File: config.mk
export PLATFORM = sky130hd
export DESIGN_NAME = store_packer_flat
export DESIGN_NICKNAME = d
export VERILOG_FILES = /design/src/rtl/store_packer_pkg.sv /design/src/rtl/store_packer_if.sv /design/src/rtl/store_fifo.sv /design/src/rtl/store_packer.sv /design/src/flat_wrapper.sv
export SDC_FILE = /design/constraint.sdc
export NUM_CORES = 1
export LEC_CHECK = 0
export ABC_AREA = 1
export CORE_UTILIZATION = 45
export CTS_CLUSTER_DIAMETER = 60
export CTS_CLUSTER_SIZE = 20
export DETAILED_ROUTE_END_ITERATION = 16
export GPL_TIMING_DRIVEN = 0
export PLACE_DENSITY = 0.77
export RECOVER_POWER = 50
export SLEW_MARGIN = 15
export SYNTH_ARGS = -nofsm -noshare
export SYNTH_HDL_FRONTEND = slang
export SYNTH_SLANG_ARGS = --single-unit
File: constraint.sdc
create_clock -name clk -period 4.4 [get_ports clk]
set_input_delay 0.88 -clock clk [delete_from_list [all_inputs] [get_ports clk]]
set_output_delay 0.88 -clock clk [all_outputs]
set_load 0.05 [all_outputs]
File: src/rtl/store_packer_pkg.sv
`default_nettype none
// ============================================================================
//  Module  : store_packer_pkg
//  Brief   : Store-op encodings, byte-enable constants and the buffered store
//            entry layout shared by the store packer and the load-extend unit.
//  Rev     : 1.0  initial release
// ============================================================================
package store_packer_pkg;

    // MEM-stage store opcode; 2'b11 is reserved and always faults.
    typedef enum logic [1:0] {
        OP_SW  = 2'b00,
        OP_SH  = 2'b01,
        OP_SB  = 2'b10,
        OP_RSV = 2'b11
    } store_op_e;

    localparam logic [3:0] BE_WORD  = 4'b1111;
    localparam logic [3:0] BE_HI    = 4'b1100;
    localparam logic [3:0] BE_LO    = 4'b0011;
    localparam logic [3:0] BE_BYTE0 = 4'b0001;
    localparam logic [3:0] BE_NONE  = 4'b0000;

    // One buffered store: word address, lane-replicated data, byte enables.
    typedef struct packed {
        logic [29:0] waddr;
        logic [31:0] wdata;
        logic [3:0]  be;
    } store_entry_t;

    localparam int ENTRY_W = $bits(store_entry_t);

endpackage : store_packer_pkg
`default_nettype wire

File: src/rtl/store_packer_if.sv
`default_nettype none
// ============================================================================
//  Module  : store_packer_if
//  Brief   : MEM-stage request, data-memory drain and exception signals of the
//            store packer. "master" is the pipeline/memory side, "slave" is
//            the packer itself.
//  Rev     : 1.0  initial release
// ============================================================================
interface store_packer_if;

    logic        in_valid;
    logic        in_ready;
    logic [1:0]  in_op;
    logic [31:0] in_addr;
    logic [31:0] in_data;

    logic        mem_req;
    logic [31:0] mem_addr;
    logic [31:0] mem_wdata;
    logic [3:0]  mem_be;
    logic        mem_ack;

    logic        exc_ades;
    logic [31:0] exc_addr;
    logic        empty;

    modport master (
        output in_valid, in_op, in_addr, in_data, mem_ack,
        input  in_ready, mem_req, mem_addr, mem_wdata, mem_be,
        input  exc_ades, exc_addr, empty
    );

    modport slave (
        input  in_valid, in_op, in_addr, in_data, mem_ack,
        output in_ready, mem_req, mem_addr, mem_wdata, mem_be,
        output exc_ades, exc_addr, empty
    );

endinterface : store_packer_if
`default_nettype wire

File: src/rtl/store_fifo.sv
`default_nettype none
// ============================================================================
//  Module  : store_fifo
//  Brief   : Generic circular-buffer FIFO, DEPTH x WIDTH, with push/pop and
//            full/empty flags. Head is read straight from the storage array.
//  Rev     : 1.0  initial release
// ============================================================================
module store_fifo #(
    parameter int DEPTH = 2,
    parameter int WIDTH = 66
) (
    input  wire logic             clk,
    input  wire logic             rst_n,
    input  wire logic             push_i,
    input  wire logic [WIDTH-1:0] push_data_i,
    input  wire logic             pop_i,
    output logic      [WIDTH-1:0] head_o,
    output logic                  full_o,
    output logic                  empty_o
);

    localparam int PTR_W = (DEPTH > 1) ? $clog2(DEPTH) : 1;
    localparam int CNT_W = PTR_W + 1;

    if ((DEPTH < 2) || ((DEPTH & (DEPTH - 1)) != 0)) begin : g_bad_depth
        $error("store_fifo: DEPTH must be a power of two and at least 2");
    end

    logic [WIDTH-1:0] mem_q [DEPTH];
    logic [PTR_W-1:0] rd_ptr_q, rd_ptr_d;
    logic [PTR_W-1:0] wr_ptr_q, wr_ptr_d;
    logic [CNT_W-1:0] count_q,  count_d;
    logic             push_ok;
    logic             pop_ok;

    assign full_o  = (count_q == CNT_W'(DEPTH));
    assign empty_o = (count_q == '0);
    assign head_o  = mem_q[rd_ptr_q];

    // Overflow/underflow requests are dropped here so the pointers never skew.
    assign push_ok = push_i && !full_o;
    assign pop_ok  = pop_i  && !empty_o;

    // Pointer/count next state; power-of-two depth makes the wrap implicit.
    always_comb begin
        rd_ptr_d = rd_ptr_q;
        wr_ptr_d = wr_ptr_q;
        count_d  = count_q;
        if (push_ok) begin
            wr_ptr_d = wr_ptr_q + PTR_W'(1);
        end
        if (pop_ok) begin
            rd_ptr_d = rd_ptr_q + PTR_W'(1);
        end
        case ({push_ok, pop_ok})
            2'b10:   count_d = count_q + CNT_W'(1);
            2'b01:   count_d = count_q - CNT_W'(1);
            default: count_d = count_q;
        endcase
    end

    // Control state, cleared immediately by reset.
    always_ff @(posedge clk or negedge rst_n) begin
        if (!rst_n) begin
            rd_ptr_q <= '0;
            wr_ptr_q <= '0;
            count_q  <= '0;
        end else begin
            rd_ptr_q <= rd_ptr_d;
            wr_ptr_q <= wr_ptr_d;
            count_q  <= count_d;
        end
    end

    // Storage needs no reset: a slot is only read after it has been written.
    always_ff @(posedge clk) begin
        if (push_ok) begin
            mem_q[wr_ptr_q] <= push_data_i;
        end
    end

endmodule : store_fifo
`default_nettype wire

File: src/rtl/store_packer.sv
`default_nettype none
// ============================================================================
//  Module  : store_packer
//  Brief   : Store narrowing/alignment unit. Checks alignment, replicates the
//            narrowed operand across byte lanes, builds byte enables, buffers
//            legal stores and drains them to data memory over req/ack.
//            Misaligned or reserved stores raise a one-cycle address error.
//  Rev     : 1.0  initial release
// ============================================================================
module store_packer
    import store_packer_pkg::*;
#(
    parameter int DEPTH = 2
) (
    input  wire logic     clk,
    input  wire logic     reset,
    store_packer_if.slave bus
);

    store_entry_t pack_entry;
    logic         pack_legal;
    store_entry_t head;
    logic         fifo_full;
    logic         fifo_empty;
    logic         accept;
    logic         fault;
    logic         push;
    logic         pop;

    logic         exc_ades_q, exc_ades_d;
    logic [31:0]  exc_addr_q, exc_addr_d;

    // Narrow, replicate and enable lanes for the incoming request; also legality.
    always_comb begin
        pack_entry       = '0;
        pack_legal       = 1'b0;
        pack_entry.waddr = bus.in_addr[31:2];
        case (store_op_e'(bus.in_op))
            OP_SW: begin
                pack_entry.wdata = bus.in_data;
                pack_entry.be    = BE_WORD;
                pack_legal       = (bus.in_addr[1:0] == 2'b00);
            end
            OP_SH: begin
                pack_entry.wdata = {2{bus.in_data[15:0]}};
                pack_entry.be    = bus.in_addr[1] ? BE_HI : BE_LO;
                pack_legal       = !bus.in_addr[0];
            end
            OP_SB: begin
                pack_entry.wdata = {4{bus.in_data[7:0]}};
                pack_entry.be    = BE_BYTE0 << bus.in_addr[1:0];
                pack_legal       = 1'b1;
            end
            default: begin
                pack_entry.be    = BE_NONE;
                pack_legal       = 1'b0;
            end
        endcase
    end

    // in_ready has no pop bypass, so a full buffer never accepts.
    assign bus.in_ready = !fifo_full;
    assign accept       = bus.in_valid && !fifo_full;
    assign push         = accept && pack_legal;
    assign fault        = accept && !pack_legal;
    assign pop          = !fifo_empty && bus.mem_ack;

    store_fifo #(
        .DEPTH (DEPTH),
        .WIDTH (ENTRY_W)
    ) u_fifo (
        .clk         (clk),
        .rst_n       (reset),
        .push_i      (push),
        .push_data_i (pack_entry),
        .pop_i       (pop),
        .head_o      (head),
        .full_o      (fifo_full),
        .empty_o     (fifo_empty)
    );

    // Head is only presented while valid so stale slots never leak onto the bus.
    assign bus.mem_req   = !fifo_empty;
    assign bus.mem_addr  = fifo_empty ? 32'h0   : {head.waddr, 2'b00};
    assign bus.mem_wdata = fifo_empty ? 32'h0   : head.wdata;
    assign bus.mem_be    = fifo_empty ? BE_NONE : head.be;
    assign bus.empty     = fifo_empty;

    // Exception next state: pulse follows each fault, address held until the next.
    always_comb begin
        exc_ades_d = fault;
        exc_addr_d = fault ? bus.in_addr : exc_addr_q;
    end

    // Exception registers.
    always_ff @(posedge clk or negedge reset) begin
        if (!reset) begin
            exc_ades_q <= 1'b0;
            exc_addr_q <= 32'h0;
        end else begin
            exc_ades_q <= exc_ades_d;
            exc_addr_q <= exc_addr_d;
        end
    end

    assign bus.exc_ades = exc_ades_q;
    assign bus.exc_addr = exc_addr_q;

endmodule : store_packer
`default_nettype wire

File: src/flat_wrapper.sv
// flat-port wrapper written by rule: the top's interface ports become plain ports
module store_packer_flat import store_packer_pkg::*;
#(
    parameter int DEPTH = 2
)
  (clk, reset, bus_in_valid, bus_in_op, bus_in_addr, bus_in_data, bus_mem_ack, bus_in_ready, bus_mem_req, bus_mem_addr, bus_mem_wdata, bus_mem_be, bus_exc_ades, bus_exc_addr, bus_empty);
  store_packer_if bus_i ();
  input  wire logic clk;
  input  wire logic reset;
  input wire logic [$bits(bus_i.in_valid)-1:0] bus_in_valid;
  input wire logic [$bits(bus_i.in_op)-1:0] bus_in_op;
  input wire logic [$bits(bus_i.in_addr)-1:0] bus_in_addr;
  input wire logic [$bits(bus_i.in_data)-1:0] bus_in_data;
  input wire logic [$bits(bus_i.mem_ack)-1:0] bus_mem_ack;
  output wire logic [$bits(bus_i.in_ready)-1:0] bus_in_ready;
  output wire logic [$bits(bus_i.mem_req)-1:0] bus_mem_req;
  output wire logic [$bits(bus_i.mem_addr)-1:0] bus_mem_addr;
  output wire logic [$bits(bus_i.mem_wdata)-1:0] bus_mem_wdata;
  output wire logic [$bits(bus_i.mem_be)-1:0] bus_mem_be;
  output wire logic [$bits(bus_i.exc_ades)-1:0] bus_exc_ades;
  output wire logic [$bits(bus_i.exc_addr)-1:0] bus_exc_addr;
  output wire logic [$bits(bus_i.empty)-1:0] bus_empty;
  assign bus_i.in_valid = bus_in_valid;
  assign bus_i.in_op = bus_in_op;
  assign bus_i.in_addr = bus_in_addr;
  assign bus_i.in_data = bus_in_data;
  assign bus_i.mem_ack = bus_mem_ack;
  assign bus_in_ready = bus_i.in_ready;
  assign bus_mem_req = bus_i.mem_req;
  assign bus_mem_addr = bus_i.mem_addr;
  assign bus_mem_wdata = bus_i.mem_wdata;
  assign bus_mem_be = bus_i.mem_be;
  assign bus_exc_ades = bus_i.exc_ades;
  assign bus_exc_addr = bus_i.exc_addr;
  assign bus_empty = bus_i.empty;
  store_packer #(.DEPTH(DEPTH)) u_core (.clk(clk), .reset(reset), .bus(bus_i));
endmodule
==> out/results.tsv, run 1 <==
metric	value	unit
status	finished with violations	
failing checks	max-capacitance violations, max-slew violations	
postcts setup bufs	0	
Placed Cells	987	
post-route ant nets	0	
H-tree Lvls	4	
share of layout cells above drive strength 1	0.0659	
gr usage total	0.242	
hold buffer count at CTS	0	
# IOs	174	
global placement routability congestion	0.920	
Cell variety after synth	22	
Synth top area share	0.574	
WS Path Type	flop to output pin	
pin count of the biggest net entering global routing	55	
Max FO, Critical Path	10	
endpoints failing setup	0	
Worst EP arrival	2760	ps
CTS resizes	0	
Final Instance Count excl. Fillers	1022	
Die Wd	126	um
RR Startpoint	u_core.u_fifo.count_q[0]	
wire length of the first global-routing pass	28900	um
DR iter-0 viols	459	
initial antenna violation count	3	
RSZ-0062 raised after global routing	false	
clk_skew	9.14	ps
GRT Residual Overflow	0	
PortBufs	171	
CORE AREA	14800	sq um
Max-slew headroom	-0.344	
final clock period utilization by the worst path	0.827	
total iterations of the first detailed-routing run	5	
CTS tree	built	
overall routed net length	18400	um
origin of the worst setup path	u_core.u_fifo.count_q[1]	
Final Hold Viols	0	
Synth Area per Inst	11.0	sq um
routed vias	5340	
Starting Density	0.468	
design area	9460	sq um
vias in the first global route	5540	
fill count	1145	
clock tree buffer depth	2	
power per standard cell area	795	nW/um^2
Max Cap Viol	1	
CTS sink cnt	169	
Seq cells post-synth	169	
Pleak	3.74	nW
setup TNS	0	ps
fin. max-slew vios	35	
Yosys Warn Count	0	
sequential element share of the synthesized area	0.708	
Rows	44	
Clock Latency Late Sink	430	ps
Post-route DRC	0	
Required @ worst endpoint	3520	ps
Hold WC Path Type	primary input to async pin	
clock root cell	clkbuf_16	
cell taking the most area after synthesis	edfxtp_1	
die height	126	um
Synth Instances	627	
minimum clock period	3640	ps
cell area after placement	8960	sq um
CP Launch Type	flop	
post-DP HPWL	13100	um
final core utilization	0.641	
crit path capture type	output pin	
Final nets	893	
area delta synth->final	36.9	%
Worst-path clk slew	60	ps
Least-Margin Pin Slew	2020	ps
worst vdd ir	0.388	mV
TritonCTS Buffers	17	
die area	15900	sq um
vias per std cell	5.23	
Synth area leaders	edfxtp_1 57%, dfrtp_1 13%, nand2_1 13%	
Routed WL per cell	18.0	um
fmax	0.275	GHz
Post-Syn Area	6910	sq um
registers in the layout, summed over array words and instances (netlist names):
name,flops
u_core.bus.exc_ades,1
u_core.bus.exc_addr,32
u_core.u_fifo.rd_ptr_q,1
u_core.u_fifo.wr_ptr_q,1
u_core.u_fifo.count_q,2
u_core.u_fifo.mem_q,132
where the power goes:
group / switching (W) / internal (W) / total [W]
Sequential: 0.000126 / 0.00203 / 0.00216
Clock: 0.000574 / 0.000770 / 0.00134
Combinational: 0.00285 / 0.00117 / 0.00402
Total: 0.00355 / 0.00397 / 0.00752
per-stage QoR:
stage	power (W)	hold slack [ps]	setup WS (ps)
after CTS	0.00757	250	749
after global placement	0.00615	454	-696
after detailed placement	0.00623	458	864
after floorplan	0.00480	442	950
final	0.00752	256	763
after global routing	0.00782	263	634
synthesized netlist by cell type:
library cell  count
inv_2             1
conb_1            1
clkbuf_1          9
xnor2_1           1
a21oi_1          71
buf_2            27
inv_1            30
a21oi_4           1
dfrtp_1          37
nor2_1           21
buf_4             2
o211ai_1          8
nand3_2           1
nand3b_1          1
buf_1             1
ha_1              1
nand4_1          32
o21ai_0          11
nand2_1         236
edfxtp_1        132
xor2_1            2
nand3_1           1
layout by cell type (no fill, tap or decap):
cell type / netlist / layout
a21oi_4: 1 / 1
clkinvlp_4: 0 / 2
clkinv_1: 0 / 2
inv_2: 1 / 1
xnor2_1: 1 / 1
o21ai_0: 11 / 11
buf_4: 2 / 2
xor2_1: 2 / 2
nor2_1: 21 / 20
nand3b_1: 1 / 1
nor2_4: 0 / 1
nand2_1: 236 / 236
conb_1: 1 / 2
buf_16: 0 / 2
nand3_1: 1 / 2
clkinv_4: 0 / 1
clkbuf_16: 0 / 17
diode_2: 0 / 3
edfxtp_1: 132 / 132
buf_2: 27 / 21
a21oi_1: 71 / 71
clkdlybuf4s50_1: 0 / 135
dlygate4sd3_1: 0 / 35
inv_1: 30 / 29
bufinv_16: 0 / 1
buf_1: 1 / 1
nand4_1: 32 / 32
buf_12: 0 / 1
clkbuf_1: 9 / 22
clkinv_2: 0 / 4
clkinvlp_2: 0 / 1
o211ai_1: 8 / 8
dfrtp_1: 37 / 37
ha_1: 1 / 1
routing by layer:
metal / GRT usage / vias up / share of wire
met5: 0 / - / 0
met4: 0.108 / 0 / 0.027
met3: 0.0416 / 37 / 0.051
met2: 0.413 / 201 / 0.52
met1: 0.303 / 2573 / 0.40
li1: - / 2529 / -
critical path, stage by stage (launching register included):
cell and delay [ps]:
dfrtp_1 440, nor2_1 460, clkbuf_1 540, a21oi_1 160
clkdlybuf4s50_1 740
cell families (layout without fill, tap and decap cells):
| family | after synthesis | count (layout) | synth area share |
|---|---|---|---|
| and+or+nand+nor | 292 | 292 | 0.172 |
| DFF | 169 | 169 | 0.708 |
| AOI/OAI and AO/OA | 91 | 91 | 0.0704 |
| buffers and inverters | 70 | 277 | 0.0440 |
| xor gates and xnor gates | 3 | 3 | 0.00380 |
| adders and majority gates | 1 | 1 | 0.00181 |
| other | 1 | 5 | 0.000543 |
area by class of cell:
cell class / instances / area, sq um / share of cell area
Timing Repair Buffer: 175 / 1780 / 0.189
Buffer: 39 / 180 / 0.0191
Antenna cell: 3 / 7.51 / 0.000794
Sequential cell: 169 / 4890 / 0.517
Tap cell: 184 / 230 / 0.0243
Multi-Input combinational cell: 389 / 1720 / 0.182
Inverter: 31 / 118 / 0.0124
Clock inverter: 10 / 81.3 / 0.00860
Clock buffer: 22 / 444 / 0.0470
path summary, 6_finish.rpt:
path                                         endpoint  slack [ps]  depth (start not counted)
min in group clk              u_core.bus.exc_addr[29]         470                          2
max reg2reg                u_core.u_fifo.mem_q[1][36]        2050                          6
max in group asynchronous      u_core.u_fifo.wr_ptr_q        1990                          2
max                                 bus_mem_wdata[16]         760                          4
min                           u_core.bus.exc_addr[10]         260                          1
min reg2reg                   u_core.bus.exc_addr[29]         470                          2
Power figures use the tool's default switching activity.
==> run 2: changes to the inputs <==
--- a/config.mk
+++ b/config.mk
@@ -6,12 +6,12 @@
 export NUM_CORES = 1
 export LEC_CHECK = 0
 export ABC_AREA = 1
-export CORE_UTILIZATION = 45
+export CORE_UTILIZATION = 44
 export CTS_CLUSTER_DIAMETER = 60
 export CTS_CLUSTER_SIZE = 20
 export DETAILED_ROUTE_END_ITERATION = 16
 export GPL_TIMING_DRIVEN = 0
-export PLACE_DENSITY = 0.77
+export PLACE_DENSITY = 0.79
 export RECOVER_POWER = 50
 export SLEW_MARGIN = 15
 export SYNTH_ARGS = -nofsm -noshare
==> constraint.sdc (replaced) <==
create_clock -name clk -period 3.3 [get_ports clk]
set_input_delay 0.66 -clock clk [delete_from_list [all_inputs] [get_ports clk]]
set_output_delay 0.66 -clock clk [all_outputs]
set_load 0.05 [all_outputs]
==> run 2 against run 1 <==
Against the previous run:
- the run still ends with max-capacitance violations, max-slew violations left
- combinational power is 29% higher
- clock skew rose by 0.84 ps
- clock power rose by 40%
- flip-flop and latch count did not move
- register-to-register slack got worse by 800 ps
- first-iteration DRC count fell by 5.4%
- worst hold slack lost 51 ps
- via count down 0.51%
- utilization shrank 1.5 points
- non-clock buffer count unchanged
- power increased by 32%
==> out/results.tsv, run 2 (synthesized netlist as in run 1, its figures left out) <==
metric	value	unit
TritonCTS Buffers	17	
clock tree buffer depth	2	
Max Cap Viol	1	
routed vias	5313	
Rows	45	
commonest cells after routing, fill and taps aside	236 x nand2_1, 132 x edfxtp_1, 73 x clkdlybuf4s50_1, 71 x a21oi_1, 45 x dlygate4sd3_1	
Required @ worst endpoint	2640	ps
Worst-path clk slew	70	ps
vias per std cell	5.07	
die area	16200	sq um
GRT Residual Overflow	0	
max reg flops	132	
Least-Margin Pin Slew	1660	ps
Routed WL per cell	17.3	um
Max FO, Critical Path	10	
worst vdd ir	0.552	mV
CTS sink cnt	169	
fmax	0.311	GHz
Pleak	4.15	nW
global placement routability congestion	0.911	
CORE AREA	15300	sq um
cell area after placement	8970	sq um
status	finished with violations	
most common cell after layout, fill and taps aside	nand2_1	
vias in the first global route	5047	
Clock Latency Late Sink	420	ps
endpoints failing setup	0	
design area	9550	sq um
DR iter-0 viols	434	
die height	127	um
minimum clock period	3210	ps
total iterations of the first detailed-routing run	7	
area delta synth->final	38.1	%
clock root cell	clkbuf_16	
crit path capture type	output pin	
CTS tree	built	
Max-slew headroom	-0.108	
post-DP HPWL	12900	um
overall routed net length	18100	um
WS Path Type	flop to output pin	
power per standard cell area	1040	nW/um^2
Reg with most FFs	u_core.u_fifo.mem_q	
postcts setup bufs	0	
PortBufs	171	
Final nets	893	
Worst EP arrival	2550	ps
CP Launch Type	flop	
Final Instance Count excl. Fillers	1047	
final core utilization	0.626	
pin count of the biggest net entering global routing	40	
final clock period utilization by the worst path	0.973	
Final Hold Viols	0	
clk_skew	9.98	ps
gr usage total	0.231	
Placed Cells	1014	
post-route ant nets	0	
Post-route DRC	0	
H-tree Lvls	4	
Die Wd	127	um
# IOs	174	
Hold WC Path Type	primary input to async pin	
wire length of the first global-routing pass	27800	um
fin. max-slew vios	28	
Starting Density	0.453	
share of layout cells above drive strength 1	0.0743	
initial antenna violation count	1	
failing checks	max-capacitance violations, max-slew violations	
-- run 2: cell count changes in the layout (fill, tap and decap cells not counted), sizes merged --
| cell | delta |
|---|---|
| dlygate4sd3 | +10 |
| clkdlybuf4s50 | -62 |
| dlygate4sd2 | +27 |
| inv | +6 |
| diode | -2 |
| dlymetal6s2s | +25 |
| clkbuf | -2 |
| clkinv | -4 |
-- run 2: layer usage --
| metal | up-vias | track usage | share of wire |
|---|---|---|---|
| li1 | 2535 | - | - |
| met1 | 2564 | 0.309 | 0.41 |
| met2 | 191 | 0.380 | 0.51 |
| met3 | 23 | 0.0402 | 0.059 |
| met4 | 0 | 0.0819 | 0.018 |
| met5 | - | 0 | 0 |
-- run 2: where the power goes --
| group | total, W | leakage [nW] | switching [W] | internal, W |
|---|---|---|---|---|
| sequential | 0.00288 | 1.66 | 0.000174 | 0.00270 |
| combinational | 0.00518 | 2.22 | 0.00378 | 0.00140 |
| clock | 0.00188 | 0.268 | 0.000815 | 0.00107 |
| total | 0.00994 | 4.15 | 0.00476 | 0.00517 |
-- run 2: final cells by class --
cell class                      count  area (sq um)
Multi-Input combinational cell    389          1730
Antenna cell                        1          2.50
Tap cell                          211           264
Fill cell                        1202          5710
Clock buffer                       20           447
Timing Repair Buffer              175          1800
Buffer                             39           181
Sequential cell                   169          4890
Inverter                           31           119
Clock inverter                     12           115
-- run 2: through the flow --
| step | hold slack, ps | power (W) | TNS (ps) | worst slack [ps] |
|---|---|---|---|---|
| 6_report | 205 | 0.00994 | 0 | 89.4 |
| 4_1_cts | 99.7 | 0.0101 | 0 | 1.87 |
| 3_3_place_gp | 454 | 0.00823 | -176840 | -1680 |
| 5_1_grt | 221 | 0.0104 | -20.5 | -13.0 |
| 3_5_place_dp | 457 | 0.00830 | 0 | 226 |
| 2_1_floorplan | 364 | 0.00640 | 0 | 70.4 |
-- run 2: worst paths after layout --
kind / startpoint / to / slack [ps] / cells past startpoint
worst max-delay path: u_core.u_fifo.rd_ptr_q / bus_mem_wdata[14] / 90 / 6
worst min-delay path: reset / u_core.bus.exc_addr[10] / 200 / 1
worst max register to register: u_core.u_fifo.count_q[0] / u_core.u_fifo.mem_q[1][35] / 1250 / 5
worst min register to register: u_core.bus.exc_addr[17] / u_core.bus.exc_addr[17] / 470 / 2
max in group asynchronous: reset / u_core.u_fifo.rd_ptr_q / 1140 / 2
min in group clk: u_core.bus.exc_addr[17] / u_core.bus.exc_addr[17] / 470 / 2
-- run 2: critical path, stage by stage (launching register included) --
cell and delay, ps:
dfrtp_1 350, clkbuf_1 160, inv_1 110, clkbuf_1 390, nand2_1 130, a21oi_1 180, clkdlybuf4s50_1 830
-- run 2: timing repair --
action | in CTS | in global routing
pin swaps | 0 | 0
hold buffers | 0 | 0
endpoints found under the hold margin | 0 | 0
gates resized for setup | 28 | 26
setup endpoints to repair | 60 | 30
